**src/rtl/masked_rand_buffer_if.sv**
```systemverilog
// Output handshake bundle between the randomness buffer and the masked datapath.
// The buffer side uses the master modport and the consumer uses the slave modport.
interface masked_rand_buffer_if #(
    parameter int COEFF_SZ = 16
);

    logic                    out_valid;
    logic                    out_ready;
    logic [6*COEFF_SZ-1:0]   out_data;

    modport master (
        output out_valid,
        output out_data,
        input  out_ready
    );

    modport slave (
        input  out_valid,
        input  out_data,
        output out_ready
    );

endinterface

```
**src/rtl/masked_rand_buffer.sv**
```systemverilog
// Buffers 6-word masking randomness bundles from the RNG core in a
// first-word fall-through FIFO. Warm-up samples are thrown away, every stored
// bundle is handed out exactly once, overflow samples are counted, and a read
// with nothing available raises a sticky error.
module masked_rand_buffer #(
    parameter int COEFF_SZ = 16,
    parameter int DEPTH    = 8,
    parameter int WARMUP   = 8
) (
    input  logic                      clk,
    input  logic                      rst,
    input  logic                      rng_en,
    input  logic [COEFF_SZ-1:0]       r1,
    input  logic [COEFF_SZ-1:0]       r2,
    input  logic [COEFF_SZ-1:0]       r3,
    input  logic [COEFF_SZ-1:0]       r4,
    input  logic [COEFF_SZ-1:0]       r5,
    input  logic [COEFF_SZ-1:0]       r6,
    input  logic                      flush,
    masked_rand_buffer_if.master      out_bus,
    output logic [$clog2(DEPTH):0]    level,
    output logic                      armed,
    output logic [15:0]               drop_cnt,
    output logic                      underflow_err
);

    localparam int PW  = $clog2(DEPTH);
    localparam int LW  = PW + 1;
    localparam int WCW = $clog2(WARMUP + 1);
    localparam int BW  = 6 * COEFF_SZ;

    logic [BW-1:0]  mem [DEPTH];
    logic [PW-1:0]  wr_ptr;
    logic [PW-1:0]  rd_ptr;
    logic [WCW-1:0] warm_cnt;

    logic [BW-1:0]  in_bundle;
    logic           fifo_empty;
    logic           fifo_full;
    logic           do_pop;
    logic           want_push;
    logic           do_push;
    logic           do_drop;

    // Decode this cycle's push/pop/drop decisions. A flush cycle swallows both
    // sides of the FIFO, and a sample arriving then is not counted as a drop.
    always_comb begin
        in_bundle  = {r6, r5, r4, r3, r2, r1};
        fifo_empty = (level == '0);
        fifo_full  = (level == LW'(DEPTH));
        do_pop     = !fifo_empty && out_bus.out_ready && !flush;
        want_push  = armed && rng_en && !flush;
        do_push    = want_push && (!fifo_full || do_pop);
        do_drop    = want_push && fifo_full && !do_pop;
    end

    // First-word fall-through output; data is masked so stale memory never
    // leaks out while nothing valid is buffered.
    assign out_bus.out_valid = !fifo_empty;
    assign out_bus.out_data  = fifo_empty ? '0 : mem[rd_ptr];

    // Count enabled RNG cycles after reset and arm capture once the start-up
    // transient has passed; armed then holds until the next reset.
    always_ff @(posedge clk) begin
        if (rst) begin
            warm_cnt <= '0;
            armed    <= 1'b0;
        end else if (rng_en && !armed) begin
            warm_cnt <= warm_cnt + WCW'(1);
            if (warm_cnt == WCW'(WARMUP - 1)) begin
                armed <= 1'b1;
            end
        end
    end

    // Storage array has no reset; its contents are only observable through the
    // masked output once a bundle has actually been written.
    always_ff @(posedge clk) begin
        if (do_push) begin
            mem[wr_ptr] <= in_bundle;
        end
    end

    // Pointer and occupancy bookkeeping. Pointers wrap naturally modulo DEPTH;
    // a simultaneous push and pop leaves the level unchanged.
    always_ff @(posedge clk) begin
        if (rst || flush) begin
            wr_ptr <= '0;
            rd_ptr <= '0;
            level  <= '0;
        end else begin
            if (do_push) begin
                wr_ptr <= wr_ptr + PW'(1);
            end
            if (do_pop) begin
                rd_ptr <= rd_ptr + PW'(1);
            end
            if (do_push && !do_pop) begin
                level <= level + LW'(1);
            end else if (do_pop && !do_push) begin
                level <= level - LW'(1);
            end
        end
    end

    // Saturating count of armed samples lost because the FIFO was full.
    always_ff @(posedge clk) begin
        if (rst) begin
            drop_cnt <= 16'd0;
        end else if (do_drop && (drop_cnt != 16'hFFFF)) begin
            drop_cnt <= drop_cnt + 16'd1;
        end
    end

    // Sticky flag for a consumer reading while nothing is available.
    always_ff @(posedge clk) begin
        if (rst) begin
            underflow_err <= 1'b0;
        end else if (out_bus.out_ready && fifo_empty) begin
            underflow_err <= 1'b1;
        end
    end

endmodule

```
**src/flat_wrapper.sv**
```systemverilog
// flat-port wrapper written by rule: the top's interface ports become plain ports
module masked_rand_buffer_flat 
#(
    parameter int COEFF_SZ = 16,
    parameter int DEPTH    = 8,
    parameter int WARMUP   = 8
)
  (clk, rst, rng_en, r1, r2, r3, r4, r5, r6, flush, level, armed, drop_cnt, underflow_err, out_bus_out_valid, out_bus_out_data, out_bus_out_ready);
  masked_rand_buffer_if #(.COEFF_SZ(COEFF_SZ)) out_bus_i ();
  input  logic clk;
  input  logic rst;
  input  logic rng_en;
  input  logic [COEFF_SZ-1:0] r1;
  input  logic [COEFF_SZ-1:0] r2;
  input  logic [COEFF_SZ-1:0] r3;
  input  logic [COEFF_SZ-1:0] r4;
  input  logic [COEFF_SZ-1:0] r5;
  input  logic [COEFF_SZ-1:0] r6;
  input  logic flush;
  output logic [$clog2(DEPTH):0] level;
  output logic armed;
  output logic [15:0] drop_cnt;
  output logic underflow_err;
  output wire logic [$bits(out_bus_i.out_valid)-1:0] out_bus_out_valid;
  output wire logic [$bits(out_bus_i.out_data)-1:0] out_bus_out_data;
  input wire logic [$bits(out_bus_i.out_ready)-1:0] out_bus_out_ready;
  assign out_bus_out_valid = out_bus_i.out_valid;
  assign out_bus_out_data = out_bus_i.out_data;
  assign out_bus_i.out_ready = out_bus_out_ready;
  masked_rand_buffer #(.COEFF_SZ(COEFF_SZ), .DEPTH(DEPTH), .WARMUP(WARMUP)) u_core (.clk(clk), .rst(rst), .rng_en(rng_en), .r1(r1), .r2(r2), .r3(r3), .r4(r4), .r5(r5), .r6(r6), .flush(flush), .out_bus(out_bus_i), .level(level), .armed(armed), .drop_cnt(drop_cnt), .underflow_err(underflow_err));
endmodule
```
**config.mk**
```make
export PLATFORM = sky130hd
export DESIGN_NAME = masked_rand_buffer_flat
export DESIGN_NICKNAME = d
export VERILOG_FILES = /design/src/rtl/masked_rand_buffer_if.sv /design/src/rtl/masked_rand_buffer.sv /design/src/flat_wrapper.sv
export SDC_FILE = /design/constraint.sdc
export NUM_CORES = 1
export LEC_CHECK = 0
export BUFFER_PORTS_ARGS = -buffer_cell sky130_fd_sc_hd__buf_2
export CAP_MARGIN = 20
export CORE_ASPECT_RATIO = 0.8
export CORE_MARGIN = 5
export CORE_UTILIZATION = 35
export CTS_CLUSTER_SIZE = 20
export DETAILED_ROUTE_END_ITERATION = 8
export PLACE_DENSITY = 0.5
export SYNTH_ARGS = -nofsm -noshare
export SYNTH_HDL_FRONTEND = slang
export SYNTH_SLANG_ARGS = --single-unit
export TNS_END_PERCENT = 30
```
**constraint.sdc**
```tcl
create_clock -name clk -period 14.4 [get_ports clk]
set_input_delay 0 -clock clk [delete_from_list [all_inputs] [get_ports clk]]
set_output_delay 0 -clock clk [all_outputs]
set_load 0.05 [all_outputs]
```
==> key figures, run 1 <==
Clock tree
  – Post_cts resized: 0
  – Clock sinks: 803
  – CTS buffer count: 85
  – # Post-CTS Setup Buffers: 0
  – Clock transition at path regs: 60 ps
  – Clock buffer depth: 3
  – Root Driver: clkbuf_16
  – Clk Latency, worst-skew pair: 660 ps
  – CTS H-Tree Depth: 3
  – # hold bufs at CTS: 102
  – CTS tree: built

Logic synthesis
  – Cells after synthesis: 1422
  – Ys Warns: 0
  – Most area-hungry cell type in the Yosys netlist: edfxtp_1
  – Synth top area share: 75.0%
  – Synth area leaders: edfxtp_1 (75%), mux4_2 (14%), mux2i_1 (3.3%), dfxtp_1 (2.3%), nor2_1 (1.6%)
  – Seq/Total Area, Yosys: 77.3%
  – Seq cells post-synth: 803
  – Mapped Avg Cell Area: 21.6 sq um
  – Cell variety after synth: 41
  – Synthesized Nets: 1531
  – Post-synth design cell area: 0.0308 sq mm

Min path
  – Beginning of the worst hold path: r4[7]
  – Hold WC Path Type: primary input to flip-flop

Global route
  – Initial antenna violation count: 5
  – Vias in the first global route: 16.0k
  – Largest net degree at the start of global routing: 112
  – All-Layer GR Usage: 15.0%
  – Global route overflow: 0
  – First-pass GRT wire length: 106000 um

Final layout
  – Layout fillers: 7620
  – Final instance area: 0.0371 sq mm
  – Layout cells sized above 1: 31.9%
  – Most common cell after layout, fill and taps aside: edfxtp_1
  – Non-Filler Instances: 2988
  – Layout Nets: 1893
  – Commonest non-fill, non-tap cells in the layout: edfxtp_1 (768), buf_2 (219), mux4_2 (192)
  – Core Util, Final: 42.5%
  – Area Overhead vs Synth: 20.8%

Floorplan
  – Die area: 0.0939 sq mm
  – Die Wd: 341 um
  – Die height: 275 um
  – Row cnt: 97
  – Core Area: 0.0874 sq mm
  – Initial Util: 35.2%
  – I/O pin count: 220

Worst setup path
  – Origin of the critical flop-to-flop path: u_core.level[0]$_SDFFE_PP0P_
  – Critical path endpoint category: primary output
  – Peak per-stage delay on the critical path: 680 ps
  – Worst path bufs/invs: 4
  – Critical path's top delay family: buffers and inverters
  – Cell Chain, Critical Path: buf_12 -> buf_4 -> buf_16 -> mux4_2 -> mux2i_1 -> nor2_1 -> buf_2
  – Crit path launch type: flip-flop
  – Cell with the largest stage delay on the worst path: buf_12
  – CP Data Arrival Time: 3690 ps
  – Crit-path max FO: 111
  – Crit Path Class: flip-flop to primary output
  – Required @ worst endpoint: 14400 ps
  – Setup slack, reg-to-reg: 10960 ps

Power and ir drop
  – Pleak: 11.8 nW
  – IR drop worst, VDD: 0.0000952 V
  – Cell Pwr Density: 129 mW/mm^2

Routing
  – Routed WL: 70300 um
  – Routed wire per std cell: 23.5 um
  – Detail Route Antenna Nets: 0
  – Via Count: 14.9k
  – Initial detailed-routing violation count: 940
  – DRC errors left: 0
  – Vias per cell: 5.00
  – Drt first pass iters: 5

Timing
  – Final Critical Period: 3690 ps
  – Final period util: 25.7%
  – Unrepaired setup endpoints after global routing: false
  – Achievable Freq: 0.271 GHz
  – Max-slew violations: 0
  – Clk_skew: 33.8 ps
  – Worst slew pin tran: 1100 ps
  – Final hold violations: 0
  – Rel. slew slack: 26.8%
  – Final setup viols: 0
  – Setup Total Neg Slack: 0 ps

Placement
  – Gp weighted congestion: 0.728
  – Placed Area: 0.0333 sq mm
  – Placed cell count: 2732
  – I/O Buffers: 219
  – DP HPWL: 37600 um

Job
  – Max Cap Viol: 0

Outcome
  – Outcome: completed
==> flip-flops by register name, indices dropped and copies added, names as in the netlist, named ones only <==
register	count
u_core.level	4
u_core.underflow_err	1
u_core.wr_ptr	3
u_core.mem	768
u_core.warm_cnt	4
u_core.rd_ptr	3
u_core.armed	1
u_core.drop_cnt	16
==> metal layers <==
layer  GRT usage, %  vias to the layer above  wire length (um)
li1               -                     6585                 -
met3           3.00                      101              2840
met1           21.1                     7964             32300
met2           24.3                      279             33700
met4           3.73                        8              1370
met5              0                        -                54
==> area by class of cell <==
| type | count | area, sq um | share of cell area (%) |
|---|---|---|---|
| Multi-Input combinational cell | 538 | 6720 | 18.1 |
| Clock inverter | 58 | 637 | 1.72 |
| Timing Repair Buffer | 348 | 2390 | 6.44 |
| Antenna cell | 1 | 2.50 | 0.00674 |
| Clock buffer | 94 | 2160 | 5.82 |
| Tap cell | 1138 | 1420 | 3.83 |
| Inverter | 8 | 30.0 | 0.0809 |
| Sequential cell | 803 | 23800 | 64.0 |
==> synth_stat cells, drive strengths merged <==
master and instances:
a211oi 1, a21o 1, a21oi 12, a31oi 1
a41oi 1, and3b 1, and4b 1, buf 32
clkbuf 41, dfxtp 35, edfxtp 768, fa 1
ha 7, inv 8, mux2 8, mux2i 100
mux4 192, nand2 12, nand2b 3, nand3 4
nand4 6, nor2 127, nor2b 9, nor3 8
nor3b 1, nor4 7, nor4b 2, o211ai 1
o21ai 4, o31a 1, o31ai 5, or2 2
or3 4, or3b 1, or4 6, xnor2 6
xor2 3
==> where the power goes <==
group	internal [mW]	switching (mW)	leakage [nW]	total (mW)
registers	2.56	0.000714	7.18	2.56
logic	0.0297	0.0394	3.26	0.0691
clock network	1.27	0.911	1.37	2.18
==> cells by family after synthesis <==
| kind of cell | share of synthesized area [%] |
|---|---|
| AO/OA/AOI/OAI | 0.533 |
| XOR/XNOR | 0.256 |
| adder cells (fa/ha/maj) | 0.350 |
| buffers and inverters | 1.08 |
| flip-flops | 77.3 |
| multiplexers | 17.6 |
| AND/OR/NAND/NOR | 2.90 |
==> path summary, 6_finish.rpt <==
check	endpoint	depth (start not counted)
worst max register to register	u_core.mem[6][39]$_DFFE_PP_	7
worst max-delay path	out_bus_out_data[21]	7
worst min-delay path	u_core.mem[3][55]$_DFFE_PP_	2
worst min register to register	flip-flop	2
==> through the flow <==
step / hold WS, ps / total power [mW] / worst slack (ps)
CTS: 107 / 4.88 / 10250
detailed placement: 272 / 2.65 / 10870
floorplan: 98.9 / 2.61 / 3440
finish: 154 / 4.81 / 10710
global route: 126 / 4.98 / 10340
global placement: 266 / 2.65 / 10930
(Power assumes the default switching activity.)
==> inputs of run 2 (changes only) <==
- ABC_AREA: not set -> 1
- clock period: 14.4 -> 3.45 ns (I/O delays scaled with it)
==> run 2 against run 1 <==
Global-route usage up 1.6 points. Worst hold slack worse by 3.0 ps. Synthesized cell count up 89%. Critical path depth up 2. Clock power rose to 4.1 times the previous value. Clock skew down 15 ps. Design area up 4.1%. Clock-buffer cell count up 1. Setup slack worse by 10000 ps. Sequential share of layout area down 2.5 points. Non-clock buffer count up 39. Critical path type is now flip-flop to flip-flop. Critical endpoint is now u_core.mem[1][11]$_DFFE_PP_. Highest routed layer unchanged.
==> key figures, run 2 <==
Timing
  – Final hold violations: 0 (unchanged)
  – Setup ws final: 381 ps (-10320 ps)
  – Max-slew violations: 0 (unchanged)
  – Final setup viols: 0 (unchanged)
  – Clk_skew: 18.9 ps (-14.8 ps)
  – Final Critical Period: 3070 ps
  – Hold WS: 151 ps (-3.04 ps)
  – Worst slew pin tran: 1030 ps (-66.0 ps)
  – Rel. slew slack: 31.0% (+4.2 points)
  – Unrepaired setup endpoints after global routing: false
  – Achievable Freq: 0.326 GHz
  – Final period util: 88.9%

Routing
  – Vias per cell: 4.93 (-1.3%)
  – Via Count: 21.1k (+41%)
  – Drt first pass iters: 5 (unchanged)
  – Routed WL: 83100 um (+18%)
  – Initial detailed-routing violation count: 1542 (+64%)
  – Routed wire per std cell: 19.4 um (-17%)
  – Detail Route Antenna Nets: 0 (unchanged)
  – DRC errors left: 0 (unchanged)

Worst setup path
  – Crit Path Class: flip-flop to flip-flop
  – Crit-path max FO: 23 (-79%)
  – Crit path launch type: flip-flop
  – Critical path endpoint category: flip-flop
  – Required @ worst endpoint: 3750 ps (-10650 ps)
  – CP Data Arrival Time: 3370 ps (-320 ps)

Final layout
  – Most common cell after layout, fill and taps aside: nor2_1
  – Layout Nets: 3100 (+64%)
  – Commonest non-fill, non-tap cells in the layout: nor2_1 (826), edfxtp_1 (768), o21ai_0 (391)
  – Non-Filler Instances: 4276 (+43%)
  – Area Overhead vs Synth: 20.4%
  – Biggest regs: u_core.mem: 768 flops, u_core.drop_cnt: 16 flops
  – Biggest register: u_core.mem
  – Core Util, Final: 42.4% (-0.082 points)
  – Layout cells sized above 1: 14.4% (-17 points)
  – Layout fillers: 8505 (+12%)
  – Final instance area: 0.0387 sq mm (+4.1%)
  – Largest register FFs: 768 (unchanged)

Global route
  – Initial antenna violation count: 7 (+2)
  – Vias in the first global route: 20.7k (+29%)
  – Global route overflow: 0 (unchanged)
  – Largest net degree at the start of global routing: 165 (+47%)
  – First-pass GRT wire length: 127000 um (+20%)
  – All-Layer GR Usage: 16.6% (+1.6 points)

Floorplan
  – I/O pin count: 220 (unchanged)
  – Die area: 0.0980 sq mm (+4.3%)
  – Initial Util: 35.2% (+0.046 points)
  – Core Area: 0.0912 sq mm (+4.3%)
  – Die height: 281 um (+2.1%)
  – Die Wd: 349 um (+2.1%)
  – Row cnt: 99 (+2.1%)

Clock tree
  – # Post-CTS Setup Buffers: 0 (unchanged)
  – CTS tree: built
  – Clock buffer depth: 3 (unchanged)
  – Post_cts resized: 0 (unchanged)
  – CTS H-Tree Depth: 3 (unchanged)
  – Clock sinks: 803 (unchanged)
  – Clk Latency, worst-skew pair: 630 ps (-30 ps)
  – CTS buffer count: 84 (-1.2%)
  – Root Driver: clkbuf_16
  – Clock transition at path regs: 60 ps (about the same)
  – # hold bufs at CTS: 102 (unchanged)

Power and ir drop
  – IR drop worst, VDD: 0.000311 V (+230%)
  – Cell Pwr Density: 512 mW/mm^2 (+300%)
  – Pleak: 13.5 nW (+14%)

Logic synthesis
  – Synth area leaders: edfxtp_1 (72%), nor2_1 (9.7%), o21ai_0 (6.1%), o21ai_1 (4.5%), dfxtp_1 (2.2%)
  – Post-synth ARST share: 0% (unchanged)
  – Cell variety after synth: 32 (-22%)
  – Top_reg_cell synth: edfxtp_1
  – Seq/Total Area, Yosys: 74.0% (-3.3 points)
  – Post-synth design cell area: 0.0321 sq mm (+4.5%)
  – Synthesized Nets: 2790 (+82%)
  – Synth top area share: 71.8% (-3.2 points)
  – Most area-hungry cell type in the Yosys netlist: edfxtp_1
  – EDFF count, synth: 768 (unchanged)
  – Most frequent cells after synthesis: nor2_1 (833), edfxtp_1 (768), o21ai_0 (391)
  – Most numerous cell in the Yosys netlist: nor2_1
  – Ys Warns: 0 (unchanged)
  – Cells after synthesis: 2681 (+89%)
  – Mapped Avg Cell Area: 12.0 sq um (-45%)
  – Seq cells post-synth: 803 (unchanged)

Outcome
  – Outcome: completed

Placement
  – Pre-CTS WS: 931 ps (-9940 ps)
  – DP HPWL: 45000 um (+19%)
  – Gp weighted congestion: 0.761 (+4.6%)
  – Placed Area: 0.0349 sq mm (+5.0%)
  – I/O Buffers: 219 (unchanged)
  – Placed cell count: 4015 (+47%)

Min path
  – Hold WC Path Type: primary input to flip-flop

Job
  – Max Cap Viol: 0 (unchanged)
## run 2: cell types whose count changed after synthesis, moves of 23 or more
cell / delta
buf_6: +23
mux4_2: -192
nor2_1: +706
nand2_1: +80
inv_1: +32
mux2i_1: -100
o21ai_1: +287
clkbuf_1: +36
o21ai_0: +388
## run 2: area by class of cell
type	count	area, sq um	share of cell area, %
timing repair buffer	387	3030	7.82
clock inverter	58	509	1.32
inverter	42	173	0.447
tap	1212	1520	3.92
antenna	6	15.0	0.0388
sequential	803	23800	61.5
multi-input combinational	1673	7450	19.3
clock buffer	95	2190	5.65
## run 2: per-stage QoR
step                total power, mW  TNS (ps)
floorplan                      10.9   -299360
global placement               11.1         0
detailed placement             11.1         0
CTS                            20.0         0
global route                   20.5         0
finish                         19.8         0
## run 2: logic make-up after synthesis
group	share of synthesized area, %
fa+ha+maj	0.335
simple gates	11.5
xor+xnor	0.218
compound gates	10.9
buf+inv	3.16
flops	74.0
## run 2: worst max-delay path, stage by stage (launching register included)
cell	delay, ps
dfxtp_4	360
inv_1	80
nor2_2	50
nand3_2	60
nand2_2	50
dlygate4sd3_1	610
inv_1	150
nand2_2	170
nor3_4	880
buf_12	300
## run 2: routing by layer
| layer | GRT usage (%) | up-vias | wire (um) |
|---|---|---|---|
| li1 | - | 10102 | - |
| met1 | 23.2 | 10409 | 38400 |
| met2 | 27.5 | 456 | 39400 |
| met3 | 2.62 | 119 | 3560 |
| met4 | 4.13 | 6 | 1700 |
| met5 | 0 | - | 41 |
## run 2: power breakdown
group	total [mW]	internal, mW	switching (mW)
combinational	0.293	0.123	0.170
clock	8.84	5.16	3.69
sequential	10.7	10.7	0.00183
total	19.8	15.9	3.86
## run 2: final timing paths
path                                           from                                end  slack (ps)  cells after the start
hold / removal                                  rst    u_core.warm_cnt[2]$_SDFFE_PP0P_         150                      3
setup / recovery       u_core.level[3]$_SDFFE_PP0P_        u_core.mem[1][11]$_DFFE_PP_         380                      9
hold reg to reg   u_core.underflow_err$_SDFFE_PP0P_  u_core.underflow_err$_SDFFE_PP0P_         460                      1
setup reg to reg       u_core.level[3]$_SDFFE_PP0P_        u_core.mem[1][11]$_DFFE_PP_         380                      9
==> inputs of run 3 (changes only) <==
- CORE_UTILIZATION: 35 -> 30
- PLACE_DENSITY: 0.5 -> 0.44
==> run 3 against run 2 <==
Global-route usage fell by 1.1 points. Sequential share of layout area is 0.57 points lower. Clock skew up 1.3 ps. Critical path type is now flip-flop to primary output. Largest power group unchanged. Total power is 1.9% higher. Worst hold slack got worse by 48 ps. Register-to-register slack improved by 720 ps. Combinational power increased by 1%. Core utilization down 5.7 points. Via count up 0.77%.
==> key figures, run 3 (same netlist as run 2, synthesis figures left out) <==
Worst setup path
  – Worst path bufs/invs: 2 (-2)
  – Required @ worst endpoint: 3450 ps (-300 ps)
  – Cell with the largest stage delay on the worst path: dfxtp_4
  – Crit-path max FO: 169 (+630%)
  – Critical path's top delay family: buffers and inverters
  – Crit Path Class: flip-flop to primary output
  – Peak per-stage delay on the critical path: 490 ps (-390 ps)
  – Cell Chain, Critical Path: buf_12 -> nor2_1 -> nor2_1 -> o21ai_1 -> o21ai_1 -> o21ai_1 -> nor2_1 -> buf_2
  – Crit path launch type: flip-flop
  – Setup slack, reg-to-reg: 1100 ps (+720 ps)
  – CP Data Arrival Time: 3080 ps (-290 ps)
  – Critical path endpoint category: primary output

Routing
  – DRC errors left: 0 (unchanged)
  – Detail Route Antenna Nets: 0 (unchanged)
  – Vias per cell: 4.73 (-4.0%)
  – Routed wire per std cell: 19.8 um (+2.1%)
  – Drt first pass iters: 5 (unchanged)
  – Routed WL: 89100 um (+7.2%)
  – Via Count: 21.3k (+0.77%)
  – Initial detailed-routing violation count: 1338 (-13%)

Timing
  – Final Critical Period: 3080 ps (+11.3 ps)
  – Final hold violations: 0 (unchanged)
  – Max-slew violations: 0 (unchanged)
  – Hold WS: 103 ps (-47.8 ps)
  – Final period util: 89.3% (+0.33 points)
  – Unrepaired setup endpoints after global routing: false
  – Final setup viols: 0 (unchanged)
  – Achievable Freq: 0.325 GHz (-0.37%)
  – Rel. slew slack: 42.2% (+11 points)
  – Worst slew pin tran: 867 ps (-165 ps)
  – Clk_skew: 20.2 ps (+1.31 ps)

Placement
  – Placed Area: 0.0352 sq mm (+0.71%)
  – DP HPWL: 48500 um (+7.8%)
  – Placed cell count: 4221 (+5.1%)
  – Gp weighted congestion: 0.763 (+0.32%)
  – I/O Buffers: 219 (unchanged)

Floorplan
  – Row cnt: 107 (+8.1%)
  – Die Wd: 376 um (+7.8%)
  – Initial Util: 30.2% (-5.1 points)
  – I/O pin count: 220 (unchanged)
  – Die height: 303 um (+7.7%)
  – Core Area: 0.106 sq mm (+17%)
  – Die area: 0.114 sq mm (+16%)

Clock tree
  – CTS tree: built
  – Root Driver: clkbuf_16
  – CTS H-Tree Depth: 3 (unchanged)
  – Clk Latency, worst-skew pair: 660 ps (+30 ps)
  – # Post-CTS Setup Buffers: 0 (unchanged)
  – CTS buffer count: 87 (+3.6%)
  – Clock transition at path regs: 60 ps (about the same)
  – Clock sinks: 803 (unchanged)
  – Clock buffer depth: 3 (unchanged)

Power and ir drop
  – Sequential share of power: 52.8% (-1.1 points)
  – Pleak: 13.5 nW (+0.44%)
  – Cell Pwr Density: 517 mW/mm^2 (+0.97%)
  – Combinational Power Share: 1.5% (about the same)
  – IR drop worst, VDD: 0.000320 V (+3.2%)
  – Switching share of total power: 20.2% (+0.67 points)
  – Internal: 16.1 mW (+1.1%)
  – Total power: 20.2 mW (+1.9%)
  – Psw: 4.07 mW (+5.4%)
  – Clock share of power: 45.7% (+1.0 points)

Final layout
  – Most common cell after layout, fill and taps aside: nor2_1
  – Biggest register: u_core.mem
  – Final instance area: 0.0390 sq mm (+0.94%)
  – Area Overhead vs Synth: 21.5%
  – Non-Filler Instances: 4489 (+5.0%)
  – Core Util, Final: 36.7% (-5.7 points)
  – Layout cells sized above 1: 14.4% (+0.018 points)
  – Commonest non-fill, non-tap cells in the layout: nor2_1 (826), edfxtp_1 (768), o21ai_0 (391)
  – Largest register FFs: 768 (unchanged)
  – Layout Nets: 3105 (+0.16%)
  – Biggest regs: u_core.mem: 768 flops, u_core.drop_cnt: 16 flops

Outcome
  – Outcome: completed

Global route
  – Vias in the first global route: 21.4k (+3.1%)
  – Initial antenna violation count: 7 (unchanged)
  – Global route overflow: 0 (unchanged)
  – First-pass GRT wire length: 135000 um (+6.7%)
  – Largest net degree at the start of global routing: 170 (+3.0%)
  – All-Layer GR Usage: 15.5% (-1.1 points)

Job
  – Max Cap Viol: 0 (unchanged)

Min path
  – Hold WC Path Type: primary input to flip-flop
-- run 3: cell count changes in the layout (fill, tap and decap cells not counted), sizes merged --
| cell | before | now |
|---|---|---|
| buf | 285 | 286 |
| bufinv | 8 | 9 |
| clkbuf | 95 | 103 |
| clkinv | 41 | 44 |
| diode | 6 | 4 |
| dlygate4sd3 | 102 | 103 |
| inv | 47 | 43 |
-- run 3: repair_timing --
action	CTS	global route
gates resized for setup	0	0
hold buffers	103	0
hold endpoints to repair	803	0
-- run 3: worst register-to-register path: stages (launching register included) --
cell and delay, ps:
dfxtp_4 360, nand2_2 70, nor2_4 120, nand2_2 100, inv_1 130, nand2_2 170
nor2_4 680, buf_4 390
-- run 3: final timing paths --
check | start | to | cells after the start
worst max register to register | u_core.armed$_SDFFE_PP0P_ | u_core.mem[3][12]$_DFFE_PP_ | 7
worst min register to register | u_core.warm_cnt[3]$_SDFFE_PP0P_ | u_core.warm_cnt[3]$_SDFFE_PP0P_ | 1
worst min-delay path | rst | u_core.warm_cnt[2]$_SDFFE_PP0P_ | 3
worst max-delay path | flip-flop | out_bus_out_data[77] | 8
-- run 3: power by group through the flow --
| stage | combinational [mW] | sequential, mW | clock, mW |
|---|---|---|---|
| floorplan | 0.0181 | 10.9 | 0 |
| global placement | 0.188 | 10.9 | 0 |
| global route | 0.327 | 10.7 | 9.97 |
| CTS | 0.302 | 10.7 | 9.52 |
| finish | 0.297 | 10.7 | 9.22 |
| detailed placement | 0.202 | 10.9 | 0 |
-- run 3: layout make-up --
| type | instances | area [sq um] |
|---|---|---|
| Inverter | 42 | 175 |
| Fill cell | 10280 | 67400 |
| Clock buffer | 103 | 2240 |
| Antenna cell | 4 | 10.0 |
| Tap cell | 1417 | 1770 |
| Sequential cell | 803 | 23800 |
| Timing Repair Buffer | 389 | 3030 |
| Clock inverter | 58 | 566 |
| Multi-Input combinational cell | 1673 | 7450 |
-- run 3: metrics by stage --
stage	setup slack (ps)	setup TNS [ps]
2_1_floorplan	-451	-299360
3_3_place_gp	860	0
3_5_place_dp	1060	0
4_1_cts	360	0
5_1_grt	116	0
6_report	370	0
-- run 3: layer usage --
metal | vias up | wire, um | track usage [%]
li1 | 10107 | - | -
met1 | 10591 | 41800 | 21.5
met2 | 416 | 41500 | 25.1
met3 | 136 | 3870 | 3.09
met4 | 4 | 1850 | 3.91
met5 | - | 24 | 0
